==> src/rtl/mem_arb_pkg.sv <==
// Shared types for the IFU/LSU memory arbiter.
package mem_arb_pkg;

    localparam int unsigned WSTRB_W = 4;
    localparam int unsigned CNT_W   = 8;

    typedef enum logic [1:0] {
        StIdle = 2'd0,
        StReq  = 2'd1,
        StRsp  = 2'd2
    } state_e;

    typedef enum logic {
        OwnIfu = 1'b0,
        OwnLsu = 1'b1
    } owner_e;

endpackage

==> src/rtl/rr_arb2.sv <==
// Two-way round-robin arbiter between IFU and LSU.
// On a tie the requester that was not granted last wins; history starts at IFU.
module rr_arb2
    import mem_arb_pkg::*;
(
    input  logic clk_i,
    input  logic rst_i,
    input  logic req_ifu_i,
    input  logic req_lsu_i,
    input  logic upd_en_i,
    output logic gnt_ifu_o,
    output logic gnt_lsu_o
);

    owner_e last_q, last_d;

    // Grant decode from current requests and grant history.
    always_comb begin
        gnt_lsu_o = req_lsu_i & (~req_ifu_i | (last_q == OwnIfu));
        gnt_ifu_o = req_ifu_i & ~gnt_lsu_o;
    end

    // History only moves when the top actually accepts a request.
    always_comb begin
        last_d = last_q;
        if (upd_en_i) begin
            if (gnt_lsu_o) begin
                last_d = OwnLsu;
            end else if (gnt_ifu_o) begin
                last_d = OwnIfu;
            end
        end
    end

    // Grant history register.
    always_ff @(posedge clk_i) begin
        if (rst_i) begin
            last_q <= OwnIfu;
        end else begin
            last_q <= last_d;
        end
    end

endmodule

==> src/rtl/mem_arbiter.sv <==
// Shares one memory port between instruction fetch and load/store units.
// One outstanding transaction; a response that never arrives is replaced by an
// error response after TIMEOUT cycles in the response phase.
module mem_arbiter
    import mem_arb_pkg::*;
#(
    parameter int unsigned XLEN    = 32,
    parameter int unsigned TIMEOUT = 255
) (
    input  logic               clk,
    input  logic               rst,

    input  logic               ifu_req_valid,
    output logic               ifu_req_ready,
    input  logic [XLEN-1:0]    ifu_req_addr,
    output logic               ifu_rsp_valid,
    output logic [XLEN-1:0]    ifu_rsp_rdata,
    output logic               ifu_rsp_err,

    input  logic               lsu_req_valid,
    output logic               lsu_req_ready,
    input  logic               lsu_req_wen,
    input  logic [XLEN-1:0]    lsu_req_addr,
    input  logic [XLEN-1:0]    lsu_req_wdata,
    input  logic [WSTRB_W-1:0] lsu_req_wstrb,
    output logic               lsu_rsp_valid,
    output logic [XLEN-1:0]    lsu_rsp_rdata,
    output logic               lsu_rsp_err,

    output logic               mem_req_valid,
    input  logic               mem_req_ready,
    output logic               mem_req_wen,
    output logic [XLEN-1:0]    mem_req_addr,
    output logic [XLEN-1:0]    mem_req_wdata,
    output logic [WSTRB_W-1:0] mem_req_wstrb,
    input  logic               mem_rsp_valid,
    input  logic [XLEN-1:0]    mem_rsp_rdata
);

    localparam logic [CNT_W-1:0] TimeoutCnt = CNT_W'(TIMEOUT);

    state_e               state_q, state_d;
    owner_e               owner_q, owner_d;
    logic                 wen_q, wen_d;
    logic [XLEN-1:0]      addr_q, addr_d;
    logic [XLEN-1:0]      wdata_q, wdata_d;
    logic [WSTRB_W-1:0]   wstrb_q, wstrb_d;
    logic [CNT_W-1:0]     cnt_q, cnt_d;

    logic is_idle;
    logic gnt_ifu, gnt_lsu;
    logic accept;
    logic timeout_hit;
    logic rsp_fire;

    // Requests are only offered to the arbiter while idle and out of reset.
    always_comb begin
        is_idle     = (state_q == StIdle) & ~rst;
        accept      = gnt_ifu | gnt_lsu;
        timeout_hit = (state_q == StRsp) & (cnt_q == TimeoutCnt);
        // Real data wins over a timeout landing in the same cycle.
        rsp_fire    = ~rst & (state_q == StRsp) & (mem_rsp_valid | timeout_hit);
    end

    rr_arb2 u_rr_arb2 (
        .clk_i     (clk),
        .rst_i     (rst),
        .req_ifu_i (ifu_req_valid & is_idle),
        .req_lsu_i (lsu_req_valid & is_idle),
        .upd_en_i  (is_idle),
        .gnt_ifu_o (gnt_ifu),
        .gnt_lsu_o (gnt_lsu)
    );

    // State register.
    always_ff @(posedge clk) begin
        if (rst) begin
            state_q <= StIdle;
        end else begin
            state_q <= state_d;
        end
    end

    // Next-state logic; memory responses outside RSP fall through unused.
    always_comb begin
        state_d = state_q;
        unique case (state_q)
            StIdle:  if (accept)        state_d = StReq;
            StReq:   if (mem_req_ready) state_d = StRsp;
            StRsp:   if (rsp_fire)      state_d = StIdle;
            default:                    state_d = StIdle;
        endcase
    end

    // Request capture on accept and response-phase cycle counter.
    always_comb begin
        owner_d = owner_q;
        wen_d   = wen_q;
        addr_d  = addr_q;
        wdata_d = wdata_q;
        wstrb_d = wstrb_q;
        cnt_d   = cnt_q;
        if (accept) begin
            owner_d = gnt_lsu ? OwnLsu : OwnIfu;
            wen_d   = gnt_lsu & lsu_req_wen;
            addr_d  = gnt_lsu ? lsu_req_addr : ifu_req_addr;
            // Fetches never write: clear store-only fields.
            wdata_d = gnt_lsu ? lsu_req_wdata : '0;
            wstrb_d = gnt_lsu ? lsu_req_wstrb : '0;
        end
        if ((state_q == StReq) && mem_req_ready) begin
            cnt_d = '0;
        end else if ((state_q == StRsp) && !mem_rsp_valid && !timeout_hit) begin
            cnt_d = cnt_q + 1'b1;
        end
    end

    // Latched request fields and counter.
    always_ff @(posedge clk) begin
        if (rst) begin
            owner_q <= OwnIfu;
            wen_q   <= 1'b0;
            addr_q  <= '0;
            wdata_q <= '0;
            wstrb_q <= '0;
            cnt_q   <= '0;
        end else begin
            owner_q <= owner_d;
            wen_q   <= wen_d;
            addr_q  <= addr_d;
            wdata_q <= wdata_d;
            wstrb_q <= wstrb_d;
            cnt_q   <= cnt_d;
        end
    end

    // Outputs: handshakes, memory request, and owner-steered response.
    always_comb begin
        ifu_req_ready = gnt_ifu;
        lsu_req_ready = gnt_lsu;

        mem_req_valid = ~rst & (state_q == StReq);
        mem_req_wen   = wen_q;
        mem_req_addr  = addr_q;
        mem_req_wdata = wdata_q;
        mem_req_wstrb = wstrb_q;

        ifu_rsp_valid = rsp_fire & (owner_q == OwnIfu);
        lsu_rsp_valid = rsp_fire & (owner_q == OwnLsu);
        ifu_rsp_err   = ifu_rsp_valid & ~mem_rsp_valid;
        lsu_rsp_err   = lsu_rsp_valid & ~mem_rsp_valid;
        ifu_rsp_rdata = (ifu_rsp_valid & mem_rsp_valid) ? mem_rsp_rdata : '0;
        lsu_rsp_rdata = (lsu_rsp_valid & mem_rsp_valid) ? mem_rsp_rdata : '0;
    end

endmodule
==> config.mk <==
export PLATFORM = sky130hd
export DESIGN_NAME = mem_arbiter
export DESIGN_NICKNAME = d
export VERILOG_FILES = /design/src/rtl/mem_arb_pkg.sv /design/src/rtl/rr_arb2.sv /design/src/rtl/mem_arbiter.sv
export SDC_FILE = /design/constraint.sdc
export NUM_CORES = 1
export LEC_CHECK = 0
export CAP_MARGIN = 10
export CELL_PAD_IN_SITES_DETAIL_PLACEMENT = 1
export CELL_PAD_IN_SITES_GLOBAL_PLACEMENT = 1
export CORE_ASPECT_RATIO = 1.25
export CORE_MARGIN = 2
export CORE_UTILIZATION = 21
export DETAILED_ROUTE_END_ITERATION = 6
export HOLD_SLACK_MARGIN = 0.03
export PLACE_DENSITY = 0.78
export SETUP_SLACK_MARGIN = 0.05
export SYNTH_ARGS = -nofsm -noshare
export SYNTH_HDL_FRONTEND = slang
export SYNTH_HIERARCHICAL = 1
export SYNTH_SLANG_ARGS = --single-unit
==> constraint.sdc <==
create_clock -name clk -period 2.1 [get_ports clk]
set_input_delay 0.21 -clock clk [delete_from_list [all_inputs] [get_ports clk]]
set_output_delay 0.21 -clock clk [all_outputs]
set_load 0.05 [all_outputs]
==> results by stage <==
Die:
- During I/O placement, the number of pins put on the boundary was 279.
- The y dimension of the die is 158 um.
- The area of the core is 0.0186 mm2.
- The die covers 0.0200 mm2.
- The width of the die is 127 um.
- The floorplan has 56 rows.
- For this configuration, the core starts out at a cell density of 21.3%.

Synthesis:
- The fraction of registers with async set or reset after synthesis is 0%.
- The sequential element share of the synthesized area is 40.8%.
- Synthesis inferred 81 register bits.
- The cell area that synthesis handed to floorplanning was 0.00397 mm2.
- By instance count, the leading cell after synthesis is sky130_fd_sc_hd__nor2_1.
- The Yosys step of the flow raised 6 warnings.
- The number of distinct library cells after synthesis is 39.
- The cell taking the most area after synthesis is sky130_fd_sc_hd__dfxtp_1.
- Counting instances in the post-synthesis netlist gives the leading cell types as sky130_fd_sc_hd__nor2_1, sky130_fd_sc_hd__dfxtp_1, sky130_fd_sc_hd__a21oi_1.
- The number of nets handed over by synthesis was 634.
- The top cell type by area accounts for 40.8% of the synthesized area.
- In the synthesized netlist the dominant register cell turns out to be sky130_fd_sc_hd__dfxtp_1.
- In the synthesized netlist, the number of instances is 494.
- Yosys attributes the largest share of cell area to sky130_fd_sc_hd__dfxtp_1, sky130_fd_sc_hd__nor2_1, sky130_fd_sc_hd__and2_1, sky130_fd_sc_hd__a21oi_1, sky130_fd_sc_hd__mux2i_1.
- The per-instance average area after synthesis is 8.04 um2.
- The count of flip-flops with a built-in enable after synthesis is 0.

Clocking:
- The number of buffers on the longest clock path is 2.
- For this design, the sink count on the clock tree is 81.
- TritonCTS built the clock tree.
- The clock latency reported for the late side of the worst-skew pair is 350 ps.
- The H-tree was split into 3 levels.
- The number of buffers inserted during clock tree synthesis is 9.
- After clock tree synthesis, the clock-pin slew on the worst setup and hold paths is 70 ps.
- CTS placed an instance of sky130_fd_sc_hd__clkbuf_16 at the clock tree root.

Route:
- The total via count after detailed routing is 4681.
- The DRC violation total after the first TritonRoute iteration is 127.
- The total detailed-routing wirelength is 20000 um.
- For this run, design rule violations remaining after detail routing come to 0.
- The first detailed-routing pass ran for 4 iterations.
- The count of antenna-violating nets left after detailed routing is 0.
- The average wire per cell in the routed design is 19.6 um.
- The via-per-instance ratio is 4.60.

Hold path:
- The path category of the worst min-delay check is in -> reg.
- Along the worst hold path, the cell count comes to 4.

Timing:
- The remaining max-slew budget at the tightest pin is 37.2%.
- The routed design could run at a clock period as short as 2080 ps.
- At the pin with the least slew margin, the transition time is 943 ps.
- The highest attainable clock frequency is 481 MHz.
- The final cycle utilization of the critical path is 99.0%.
- The setup violation total in the final timing report is 0.
- The setup clock skew after layout is 8.16 ps.
- The worst hold slack is 286 ps.
- Setup repair after global routing could not meet its margin everywhere.
- The final hold violation count came to 0.
- The number of pins with negative max-slew slack in the final report was 0.
- The post-layout worst setup margin is 21.8 ps.

Setup path:
- Walking the worst path, the cells encountered are buf_6 > nor2_4 > nand2_2 > nor3b_4 > buf_6 > clkbuf_16 > and2_4 > buf_12.
- The path depth of the worst reg2reg path is 9.
- The worst setup path is launched from a register.
- For this run, the slowest stage of the critical path takes 340 ps.
- Data arrives at the worst endpoint at 1870 ps.
- The type of the worst setup path is reg -> out.
- The critical-path maximum fanout is 8.
- Counting stages on the worst path, the most repeated cell is sky130_fd_sc_hd__buf_6.
- The worst-path cell with the longest stage delay is sky130_fd_sc_hd__dfxtp_2.
- STA classifies the critical path endpoint as an output pin.
- For the worst setup path, the data required time is 1890 ps.

Finish:
- The finished layout holds 1018 standard cells, fillers aside.
- The final cell area excluding filler cells is 0.00879 mm2.
- Counting the fill cells in the layout gives 1997.
- The area growth from synthesis to layout is 121%.
- The final layout contains 919 nets.
- Of the cells placed in the final design, the portion with a size suffix greater than 1 is 27.0%.

Global routing:
- The number of antenna violations at the first check in global routing is 3.
- The wire length of the first global-routing pass is 26400 um.
- The total track usage is 17.0%.
- The residual overflow from global routing is 0.
- The largest net degree at the start of global routing is 79.
- The number of global-route vias before repair is 4833.

Power:
- The worst-case IR drop observed on VDD is 0.337 mV.
- For this design the ratio of total power to cell area is 560 mW/mm2.
- Summed over all cells, the static leakage comes to 3.31 nW.

Placed design:
- The routability congestion estimate is 0.749.
- The number of buffer cells added on primary ports is 278.
- The placement-stage cell area is 0.00781 mm2.
- The total half-perimeter wirelength after legalization and detailed placement is 12500 um.
- In this run, placement finished with an instance count of 977.
- The setup slack after placement is 68.9 ps.

Run:
- The count of maximum capacitance violations is 0.

Status:
- The flow ran to the end, and the final reports show no timing, DRC or antenna violations.
[metrics by stage]
step	setup TNS (ps)	util, %	power [mW]
after floorplan	0	-	2.47
after global placement	0	41.9	3.07
after detailed placement	0	41.9	3.09
after CTS	0	45.2	4.90
after global routing	-428	47.1	5.14
final	0	47.2	4.92
[metal layers]
metal | GRT usage, % | part of all wire, %
met3 | 4.26 | 6.4
met1 | 18.6 | 39
met5 | 0 | 0.060
met4 | 8.27 | 3.3
met2 | 30.8 | 52
[cell usage in the layout, fill, tap and decap left out, types with 4 or more instances in the layout]
| master | count |
|---|---|
| sky130_fd_sc_hd__clkdlybuf4s50_1 | 206 |
| sky130_fd_sc_hd__nor2_1 | 108 |
| sky130_fd_sc_hd__buf_12 | 78 |
| sky130_fd_sc_hd__dfxtp_1 | 77 |
| sky130_fd_sc_hd__a21oi_1 | 75 |
| sky130_fd_sc_hd__and2_4 | 63 |
| sky130_fd_sc_hd__nor3b_1 | 38 |
| sky130_fd_sc_hd__mux2i_1 | 30 |
| sky130_fd_sc_hd__clkbuf_16 | 16 |
| sky130_fd_sc_hd__buf_4 | 10 |
| sky130_fd_sc_hd__buf_6 | 6 |
| sky130_fd_sc_hd__nand2_1 | 5 |
| sky130_fd_sc_hd__and2_1 | 4 |
| sky130_fd_sc_hd__nor3_1 | 4 |
[final timing paths]
path	start	slack, ps	endpoint
min	rst	290	u_rr_arb2/last_q
max reg2reg	state_q[0]	120	mem_req_addr[29]
max	state_q[0]	20	ifu_rsp_rdata[18]
min reg2reg	cnt_q[1]	490	cnt_q[1]
[repair_timing]
item | in CTS | in global routing
pin swaps | 3 | 27
hold buffers | 0 | 0
setup endpoints to repair | 41 | 109
setup buffers | 6 | 7
cloned | 4 | 8
gates resized for setup | 41 | 55
[state kept, by name, summed over array words and instances, names as in the netlist]
name              flops
cnt_q                 8
mem_req_addr         32
mem_req_wdata        32
mem_req_wen           1
mem_req_wstrb         4
owner_q               1
state_q               2
u_rr_arb2/last_q      1
[where the power goes]
part | switching, mW | internal, mW
Sequential | 0.0592 | 1.64
Clock | 0.670 | 1.02
Combinational | 0.827 | 0.714
[cell families after synthesis]
logic type | after synthesis | synth area share (%)
and+or+nand+nor | 249 | 33.9
AOI/OAI and AO/OA | 86 | 11.6
DFF | 81 | 40.8
buffers and inverters | 42 | 4.60
muxes | 33 | 8.32
xor gates and xnor gates | 2 | 0.441
adders and majority gates | 1 | 0.315
[worst max-delay path, delay by kind of cell, from the launching register on]
| family | cells | cell delay, ps |
|---|---|---|
| buffers and inverters | 4 | 580 |
| flip-flops | 1 | 340 |
| AND/OR/NAND/NOR | 4 | 580 |
[final cells by class]
cell class              instances  area [um2]  share of cell area [%]
diodes                          2        5.00                  0.0569
clock buffers                  12         267                    3.03
clock inverters                 4        50.0                   0.569
inverters                       3        11.3                   0.128
multi-input cells             371        2460                    28.0
flip-flops and latches         81        1630                    18.5
well taps                     232         290                    3.30
repair buffers                313        4080                    46.4
Power figures use the tool's default switching activity.
